File: src/rtl/alu_arb_pkg.sv
// Shared constants and request/response types for the shared-ALU arbiter.
package alu_arb_pkg;
  localparam int ALU_DATA_W  = 24;
  localparam int ALU_ID_W    = 3;
  localparam int ALU_CTRL_W  = 4;
  localparam int ALU_FLAGS_W = 2;

  typedef struct packed {
    logic [ALU_DATA_W-1:0] a;
    logic [ALU_DATA_W-1:0] b;
    logic [ALU_CTRL_W-1:0] ctrl;
  } alu_req_t;

  typedef struct packed {
    logic [ALU_ID_W-1:0]    id;
    logic [ALU_DATA_W-1:0]  result;
    logic [ALU_FLAGS_W-1:0] flags;
  } alu_resp_t;
endpackage

File: src/rtl/alu_share_arbiter_rr_pick.sv
// Combinational round-robin picker: first set request at or after start, wrapping.
module rr_pick #(
  parameter int NREQ = 4,
  parameter int IDW  = $clog2(NREQ)
) (
  input  logic [NREQ-1:0] req,
  input  logic [IDW-1:0]  start,
  input  logic            en,
  output logic [NREQ-1:0] gnt,
  output logic [IDW-1:0]  idx,
  output logic            any
);
  int unsigned    ji;
  logic [IDW-1:0] j;

  always_comb begin
    gnt = '0;
    idx = '0;
    any = 1'b0;
    ji  = 0;
    j   = '0;
    for (int k = 0; k < NREQ; k++) begin
      ji = (int'(start) + k) % NREQ;
      j  = IDW'(ji);
      if (en && !any && req[j]) begin
        any    = 1'b1;
        gnt[j] = 1'b1;
        idx    = j;
      end
    end
  end
endmodule

File: src/rtl/alu_share_arbiter.sv
// Shares one ALU among NREQ requesters with a single registered, tagged response stage.
// Optional ALU_ARB_PRIO0_EN: requester 0 gets strict priority over the round-robin.
module alu_share_arbiter
  import alu_arb_pkg::*;
#(
  parameter int N    = 24,
  parameter int NREQ = 4,
  parameter int IDW  = $clog2(NREQ)
) (
  input  logic                   clk,
  input  logic                   rst,
  input  logic [NREQ-1:0]        req_valid,
  output logic [NREQ-1:0]        req_ready,
  input  logic [NREQ*N-1:0]      req_a,
  input  logic [NREQ*N-1:0]      req_b,
  input  logic [NREQ*ALU_CTRL_W-1:0] req_ctrl,
  output logic [N-1:0]           alu_a,
  output logic [N-1:0]           alu_b,
  output logic [ALU_CTRL_W-1:0]  alu_ctrl,
  input  logic [N-1:0]           alu_result,
  input  logic [ALU_FLAGS_W-1:0] alu_flags,
  output logic                   resp_valid,
  input  logic                   resp_ready,
  output logic [IDW-1:0]         resp_id,
  output logic [N-1:0]           resp_result,
  output logic [ALU_FLAGS_W-1:0] resp_flags
);
  typedef struct packed {
    logic [N-1:0]          a;
    logic [N-1:0]          b;
    logic [ALU_CTRL_W-1:0] ctrl;
  } req_t;

  typedef struct packed {
    logic [IDW-1:0]         id;
    logic [N-1:0]           result;
    logic [ALU_FLAGS_W-1:0] flags;
  } resp_t;

  req_t [NREQ-1:0] reqs;
  resp_t           resp_q, resp_d;
  logic            resp_valid_q, resp_valid_d;
  logic [IDW-1:0]  rr_ptr_q, rr_ptr_d;

  logic            can_issue, en, any, xfer, upd_ptr;
  logic [NREQ-1:0] pick_req, pick_gnt, gnt;
  logic [IDW-1:0]  pick_idx, gidx, sel;
  logic            pick_en, pick_any;

  always_comb begin
    for (int i = 0; i < NREQ; i++) begin
      reqs[i].a    = req_a[i*N +: N];
      reqs[i].b    = req_b[i*N +: N];
      reqs[i].ctrl = req_ctrl[i*ALU_CTRL_W +: ALU_CTRL_W];
    end
  end

  // Reset gates the grant combinationally so nothing is offered while rst is high.
  assign can_issue = !resp_valid_q || resp_ready;
  assign en        = can_issue && !rst;

`ifdef ALU_ARB_PRIO0_EN
  logic prio0;
  assign prio0    = en && req_valid[0];
  assign pick_req = req_valid & ~NREQ'(1);
  assign pick_en  = en && !req_valid[0];
  assign gnt      = prio0 ? NREQ'(1) : pick_gnt;
  assign gidx     = prio0 ? '0 : pick_idx;
  assign any      = prio0 || pick_any;
  assign upd_ptr  = !prio0;
`else
  assign pick_req = req_valid;
  assign pick_en  = en;
  assign gnt      = pick_gnt;
  assign gidx     = pick_idx;
  assign any      = pick_any;
  assign upd_ptr  = 1'b1;
`endif

  rr_pick #(.NREQ(NREQ), .IDW(IDW)) u_pick (
    .req   (pick_req),
    .start (rr_ptr_q),
    .en    (pick_en),
    .gnt   (pick_gnt),
    .idx   (pick_idx),
    .any   (pick_any)
  );

  assign req_ready = gnt;
  assign xfer      = |(req_valid & gnt);

  // Idle cycles present rr_ptr's fields so the ALU inputs stay defined.
  assign sel      = any ? gidx : rr_ptr_q;
  assign alu_a    = reqs[sel].a;
  assign alu_b    = reqs[sel].b;
  assign alu_ctrl = reqs[sel].ctrl;

  always_comb begin
    resp_d       = resp_q;
    resp_valid_d = resp_valid_q;
    rr_ptr_d     = rr_ptr_q;
    if (xfer) begin
      resp_d.id     = gidx;
      resp_d.result = alu_result;
      resp_d.flags  = alu_flags;
      resp_valid_d  = 1'b1;
      if (upd_ptr)
        rr_ptr_d = (gidx == IDW'(NREQ-1)) ? '0 : gidx + IDW'(1);
    end else if (resp_ready) begin
      resp_valid_d = 1'b0;
    end
  end

  always_ff @(posedge clk or posedge rst) begin
    if (rst) begin
      resp_q       <= '0;
      resp_valid_q <= 1'b0;
      rr_ptr_q     <= '0;
    end else begin
      resp_q       <= resp_d;
      resp_valid_q <= resp_valid_d;
      rr_ptr_q     <= rr_ptr_d;
    end
  end

  assign resp_valid  = resp_valid_q;
  assign resp_id     = resp_q.id;
  assign resp_result = resp_q.result;
  assign resp_flags  = resp_q.flags;
endmodule

File: config.mk
export PLATFORM = sky130hd
export DESIGN_NAME = alu_share_arbiter
export DESIGN_NICKNAME = d
export VERILOG_FILES = /design/src/rtl/alu_arb_pkg.sv /design/src/rtl/alu_share_arbiter_rr_pick.sv /design/src/rtl/alu_share_arbiter.sv
export SDC_FILE = /design/constraint.sdc
export NUM_CORES = 1
export LEC_CHECK = 0
export CORE_ASPECT_RATIO = 0.6
export CORE_MARGIN = 5
export CORE_UTILIZATION = 30
export CTS_CLUSTER_DIAMETER = 40
export DETAILED_ROUTE_END_ITERATION = 10
export HOLD_SLACK_MARGIN = 0.03
export PLACE_DENSITY_LB_ADDON = 0.25
export SYNTH_ARGS = -nofsm -noshare
export SYNTH_HDL_FRONTEND = slang
export SYNTH_SLANG_ARGS = --single-unit
File: constraint.sdc
create_clock -name clk -period 4.7 [get_ports clk]
set_input_delay 0.94 -clock clk [delete_from_list [all_inputs] [get_ports clk]]
set_output_delay 0.94 -clock clk [all_outputs]
set_load 0.01 [all_outputs]
==> metrics.yaml, run 1 <==
drv_cap: 0
wl_um: 17300
wire_per_inst_um: 20.4
yosysSeqAreaShare_pct: 21.7
finalSetupViolCount: 0
ioPinCount: 326
critPathLaunch: "req_valid[1]"
rsz0062_at_grt: "false"
dp_hpwl_um: 14600
finalCoreUtilization_pct: 64.2
rrSetupSlack_ns: 1.40
diodes: 0
area_delta_synth_final_pct: 106
slew_viol_final: 0
crit_end: "alu_a[13]"
cp-start-kind: "input port"
fmax_mhz: 221
yosys.area.top_type: "mux2i_1"
die_x_um: 151
synth_warnings: 0
dr.pass1.iters: 4
drt_iter0_drc: 135
synth_area_leaders: "mux2i_1, dfrtp_1, mux2_1"
gr-usage-all-layers_pct: 22.4
syn_avg_cell_area_um2: 10.5
power.density_nw_per_um2: 586
ant_nets: 0
ff2ff_path_depth: 11
layout_setup_ws_ns: 0.181
worst-path-max-fanout: 12
drive_gt1_share_pct: 11.8
syn_nets: 588
met3_usage_pct: 5.76
tightestPinTransition_ns: 0.395
cts_made_buffers: 5
synth_edf_count: 0
initial_core_util_pct: 31.1
end_kind: "output port"
finClkSkew_ns: 0.00647
drc_errors: 0
clkSinkCount: 31
fin_cells: 848
place_ws_ns: -0.278
async_reset_ff_share_pct: 100
r2r-end: "resp_result[5]"
max-vdd-ir-drop_mv: 0.291
stdcell_area_um2: 7380
setup.worst_path.class: "in -> out"
cellLeakagePower_nw: 3.24
grt_pass1_vias: 4380
syn_inst: 340
r2r-start: "rr_ptr_q[0]"
status: "finished, final reports clean"
io_buffers: 325
hp-class: "reg -> reg"
fp-row-count: 30
cts.clk_slew.worst_paths_ns: 0.05
use_met1_pct: 27.7
netlist.area_leader.share_pct: 45.1
fp.dieArea_um2: 14300
cts_tree: "yes"
synthFlopType: "dfrtp_1"
antenna_found_initial: 0
gr-usage-met2_pct: 39.9
dpl_cell_area_um2: 7140
synth.distinct_cells: 43
netlist_area_um2: 3570
fin_crit_sh_pct: 96.2
hold_violations: 0
hold_buffers: 0
htree_levels: 2
cts_root_buf: "clkbuf_16"
ys_ff_latch: 31
grt.busiest_layer: "met2"
gr-total-overflow: 0
fp.coreArea_um2: 11500
crit_arrival_ns: 3.58
vias: 4080
nNetsFinal: 935
period_needed_ns: 4.52
grt_pass1_wl_um: 24600
dp_cells: 832
required_ns: 3.76
grt_max_degree: 48
cts_buffer_depth: 2
vias_per_cell: 4.81
routabilityCongestion: 0.884
slew_headroom_pct: 72.9
insertion_delay_ns: 0.28
die_h_um: 94.5
cell type report:
class | instances | area [um2]
well taps | 160 | 200
fillers | 981 | 4110
inverters | 7 | 26.3
clock inverters | 3 | 43.8
repair buffers | 369 | 3610
multi-input cells | 273 | 2590
flip-flops and latches | 31 | 776
clock buffers | 5 | 125
layout by cell type, fill, tap and decap left out, types with 4 or more instances in the layout:
cell type / netlist / final
a21oi_1: 4 / 4
buf_12: 0 / 4
buf_4: 0 / 36
clkbuf_16: 0 / 6
clkbuf_2: 0 / 8
clkdlybuf4s50_1: 0 / 270
dfrtp_1: 31 / 31
dlygate4sd2_1: 0 / 41
ha_1: 7 / 7
inv_1: 6 / 6
mux2_1: 29 / 29
mux2i_1: 161 / 157
mux2i_2: 0 / 4
nand2_1: 13 / 13
nand2b_1: 5 / 4
nand3b_1: 5 / 5
o22ai_1: 4 / 4
worst max-delay path, stage by stage:
cell             delay (ns)
clkdlybuf4s50_1        0.47
or3b_1                 0.42
a211oi_2               0.25
or2_1                  0.15
a21oi_1                0.10
o22ai_1                0.23
nand2b_4               0.20
bufbuf_16              0.31
mux2i_1                0.20
dlygate4sd2_1          0.31
report_power, final:
| group | internal [W] | switching [W] | total (W) |
|---|---|---|---|
| clock | 0.000249 | 0.000119 | 0.000368 |
| sequential | 0.000407 | 0.0000654 | 0.000472 |
| combinational | 0.00188 | 0.00160 | 0.00348 |
| total | 0.00254 | 0.00178 | 0.00432 |
cell families after synthesis:
logic type / count (synthesis) / share of synthesized area [%]
AND/OR/NAND/NOR: 40 / 6.30
buffers and inverters: 36 / 6.65
multiplexers: 192 / 54.9
adder cells (fa/ha/maj): 7 / 2.45
flip-flops: 31 / 21.7
AO/OA/AOI/OAI: 34 / 8.02
stage by stage:
stage	hold WS, ns	setup TNS, ns	power, W
final	0.482	0	0.00432
after global routing	0.512	0	0.00460
after CTS	0.488	-0.00483	0.00432
after detailed placement	0.475	-9.34	0.00403
after global placement	0.468	-6.63	0.00396
after floorplan	0.529	0	0.00247
state kept, by name (all words and copies together), names as in the netlist:
register	cells
resp_flags	2
resp_id	2
resp_result	24
resp_valid	1
rr_ptr_q	2
routing by layer:
layer,vias to the layer above,share of wire [%]
met5,-,0
met1,1946,40
li1,1978,-
met3,15,6.7
met2,141,53
met4,0,1.1
cell usage after synthesis, types with 3 or more instances:
| library cell | number |
|---|---|
| nand2_1 | 13 |
| a21oi_1 | 4 |
| dfrtp_1 | 31 |
| ha_1 | 7 |
| nand3b_1 | 5 |
| mux2i_1 | 161 |
| mux2_1 | 29 |
| o22ai_1 | 4 |
| a32o_1 | 3 |
| buf_2 | 16 |
| buf_6 | 11 |
| inv_1 | 6 |
| a22oi_1 | 3 |
| a211oi_2 | 3 |
| nor2_1 | 3 |
| nand2b_1 | 5 |
worst min-delay path by stage:
stage                                from               to  cells after the start
after global routing       resp_result[2]   resp_result[2]                      1
final                     resp_result[23]  resp_result[23]                      1
after floorplan             resp_flags[0]    resp_flags[0]                      1
after global placement    resp_result[19]  resp_result[19]                      1
after detailed placement  resp_result[23]  resp_result[23]                      1
after CTS                 resp_result[23]  resp_result[23]                      1
repair_timing:
| item | CTS | global route |
|---|---|---|
| cloned | 2 | 1 |
| resized for setup | 67 | 27 |
| pin swaps | 0 | 3 |
| buffers inserted | 2 | 3 |
| setup endpoints to repair | 52 | 49 |
No activity file was read; power rests on OpenSTA's default activity.
==> inputs of run 2 (changes only) <==
Settings changed: MAX_ROUTING_LAYER set to met4.
==> metrics.yaml, run 2 (synthesis gave the netlist of run 1 again) <==
fill_cells: 931
die_x_um: 151
htree_levels: 2
drt_iter0_drc: 150
die_h_um: 94.5
grt_max_degree: 56
hold_path_depth: 1
ant_nets: 0
ff2ff_path_depth: 14
period_needed_ns: 4.53
initial_core_util_pct: 31.1
required_ns: 3.76
fp.dieArea_um2: 14300
power.density_nw_per_um2: 581
slew_viol_final: 0
gr-total-overflow: 0
fin_crit_sh_pct: 96.4
layout_commonest_cell: "clkdlybuf4s50_1"
dp_hpwl_um: 14500
cts_root_buf: "clkbuf_16"
met3_usage_pct: 4.17
crit_arrival_ns: 3.59
hp-class: "reg -> reg"
worst-path-max-fanout: 24
vias: 4208
finalCoreUtilization_pct: 64.5
drive_gt1_share_pct: 12.8
status: "finished, final reports clean"
use_met1_pct: 26.4
finalSetupViolCount: 0
regArea_um2: 776
diodes: 0
rsz0062_at_grt: "true"
io_buffers: 325
finClkSkew_ns: 0.00355
tightestPinTransition_ns: 0.532
cts_buffer_depth: 2
cp-start-kind: "flop"
routabilityCongestion: 0.939
grt_pass1_wl_um: 24100
wl_um: 17500
drv_cap: 0
clkSinkCount: 31
area_delta_synth_final_pct: 107
ioPinCount: 326
gr-usage-all-layers_pct: 22.3
nNetsFinal: 936
drc_errors: 0
cts.clk_slew.worst_paths_ns: 0.05
vias_per_cell: 4.96
final_cell_mix: "clkdlybuf4s50_1, mux2i_1, buf_4, dfrtp_1, mux2_1"
max-vdd-ir-drop_mv: 0.328
wire_per_inst_um: 20.6
grt_pass1_vias: 4415
antenna_found_initial: 0
fp.coreArea_um2: 11500
multiInputGateArea_um2: 2600
largest_register_ffs: 24
fp-row-count: 30
insertion_delay_ns: 0.27
fmax_mhz: 221
cts_made_buffers: 5
setup.worst_path.class: "reg -> out"
gr-usage-met2_pct: 40.1
hold_violations: 0
grt.busiest_layer: "met2"
slew_headroom_pct: 64.4
end_kind: "output port"
cellLeakagePower_nw: 3.38
stdcell_area_um2: 7410
dpl_cell_area_um2: 7140
dr.pass1.iters: 5
cts_tree: "yes"
[run 2: cell count changes in the layout (fill, tap and decap cells not counted), sizes merged]
cell           delta
dlygate4sd2      -35
clkbuf           +13
clkinv            -1
bufbuf            -2
bufinv            -1
clkdlybuf4s50     -1
buf               -2
clkdlybuf4s15     +8
dlymetal6s2s     +22
[run 2: critical path, stage by stage (launching register included)]
cell and delay (ns):
dfrtp_1 0.37, inv_1 0.16, ha_1 0.30, or4_4 0.52, o32ai_2 0.21, a21o_2 0.17, nor2_1 0.07, a311o_2 0.44
buf_4 0.16, buf_4 0.13, clkbuf_16 0.21, mux2i_1 0.15, mux2i_1 0.13, clkdlybuf4s15_1 0.27
[run 2: per-layer routing]
layer	share of wire, %	wire [um]
met5	0	0
met2	53	9270
met1	40	6960
met3	5.9	1040
met4	1.4	246
[run 2: through the flow]
stage               setup TNS, ns  hold slack (ns)  power, W  std cells  worst slack [ns]
floorplan                       0            0.529   0.00247        340             0.506
global placement            -5.97            0.468   0.00396        832            -0.198
detailed placement          -8.70            0.478   0.00401        832            -0.218
CTS                         -3.95            0.490   0.00419        840            -0.222
global route              -0.0314            0.504   0.00457        849           -0.0196
finish                          0            0.480   0.00431        849             0.169
[run 2: final cells by class]
cell class	count	share of cell area, %
clock buffer	7	1.79
clock inverter	1	0.0675
inverter	7	0.355
multi-input combinational	273	35.1
sequential	31	10.5
tap	160	2.70
timing repair buffer	370	49.5
[run 2: path summary, 6_finish.rpt]
check | start | to | slack, ns
min reg2reg | resp_result[17] | resp_result[17] | 0.48
max | rr_ptr_q[1] | alu_a[3] | 0.17
max in group asynchronous | rst | resp_result[9] | 3.26
min | resp_result[17] | resp_result[17] | 0.48
max reg2reg | rr_ptr_q[1] | resp_result[7] | 1.33
min in group asynchronous | rst | resp_id[0] | 1.17
[run 2: timing repair]
item	4_1_cts	5_1_grt
setup buffers	0	6
cloned	0	3
resized for setup	32	81
endpoints found under the setup margin	52	46
hold buffers	0	0
[run 2: report_power, final]
part,internal (W),switching (W),leakage [nW]
logic,0.00191,0.00162,2.94
clock network,0.000195,0.000106,0.0679
registers,0.000407,0.0000664,0.368
total,0.00251,0.00179,3.38
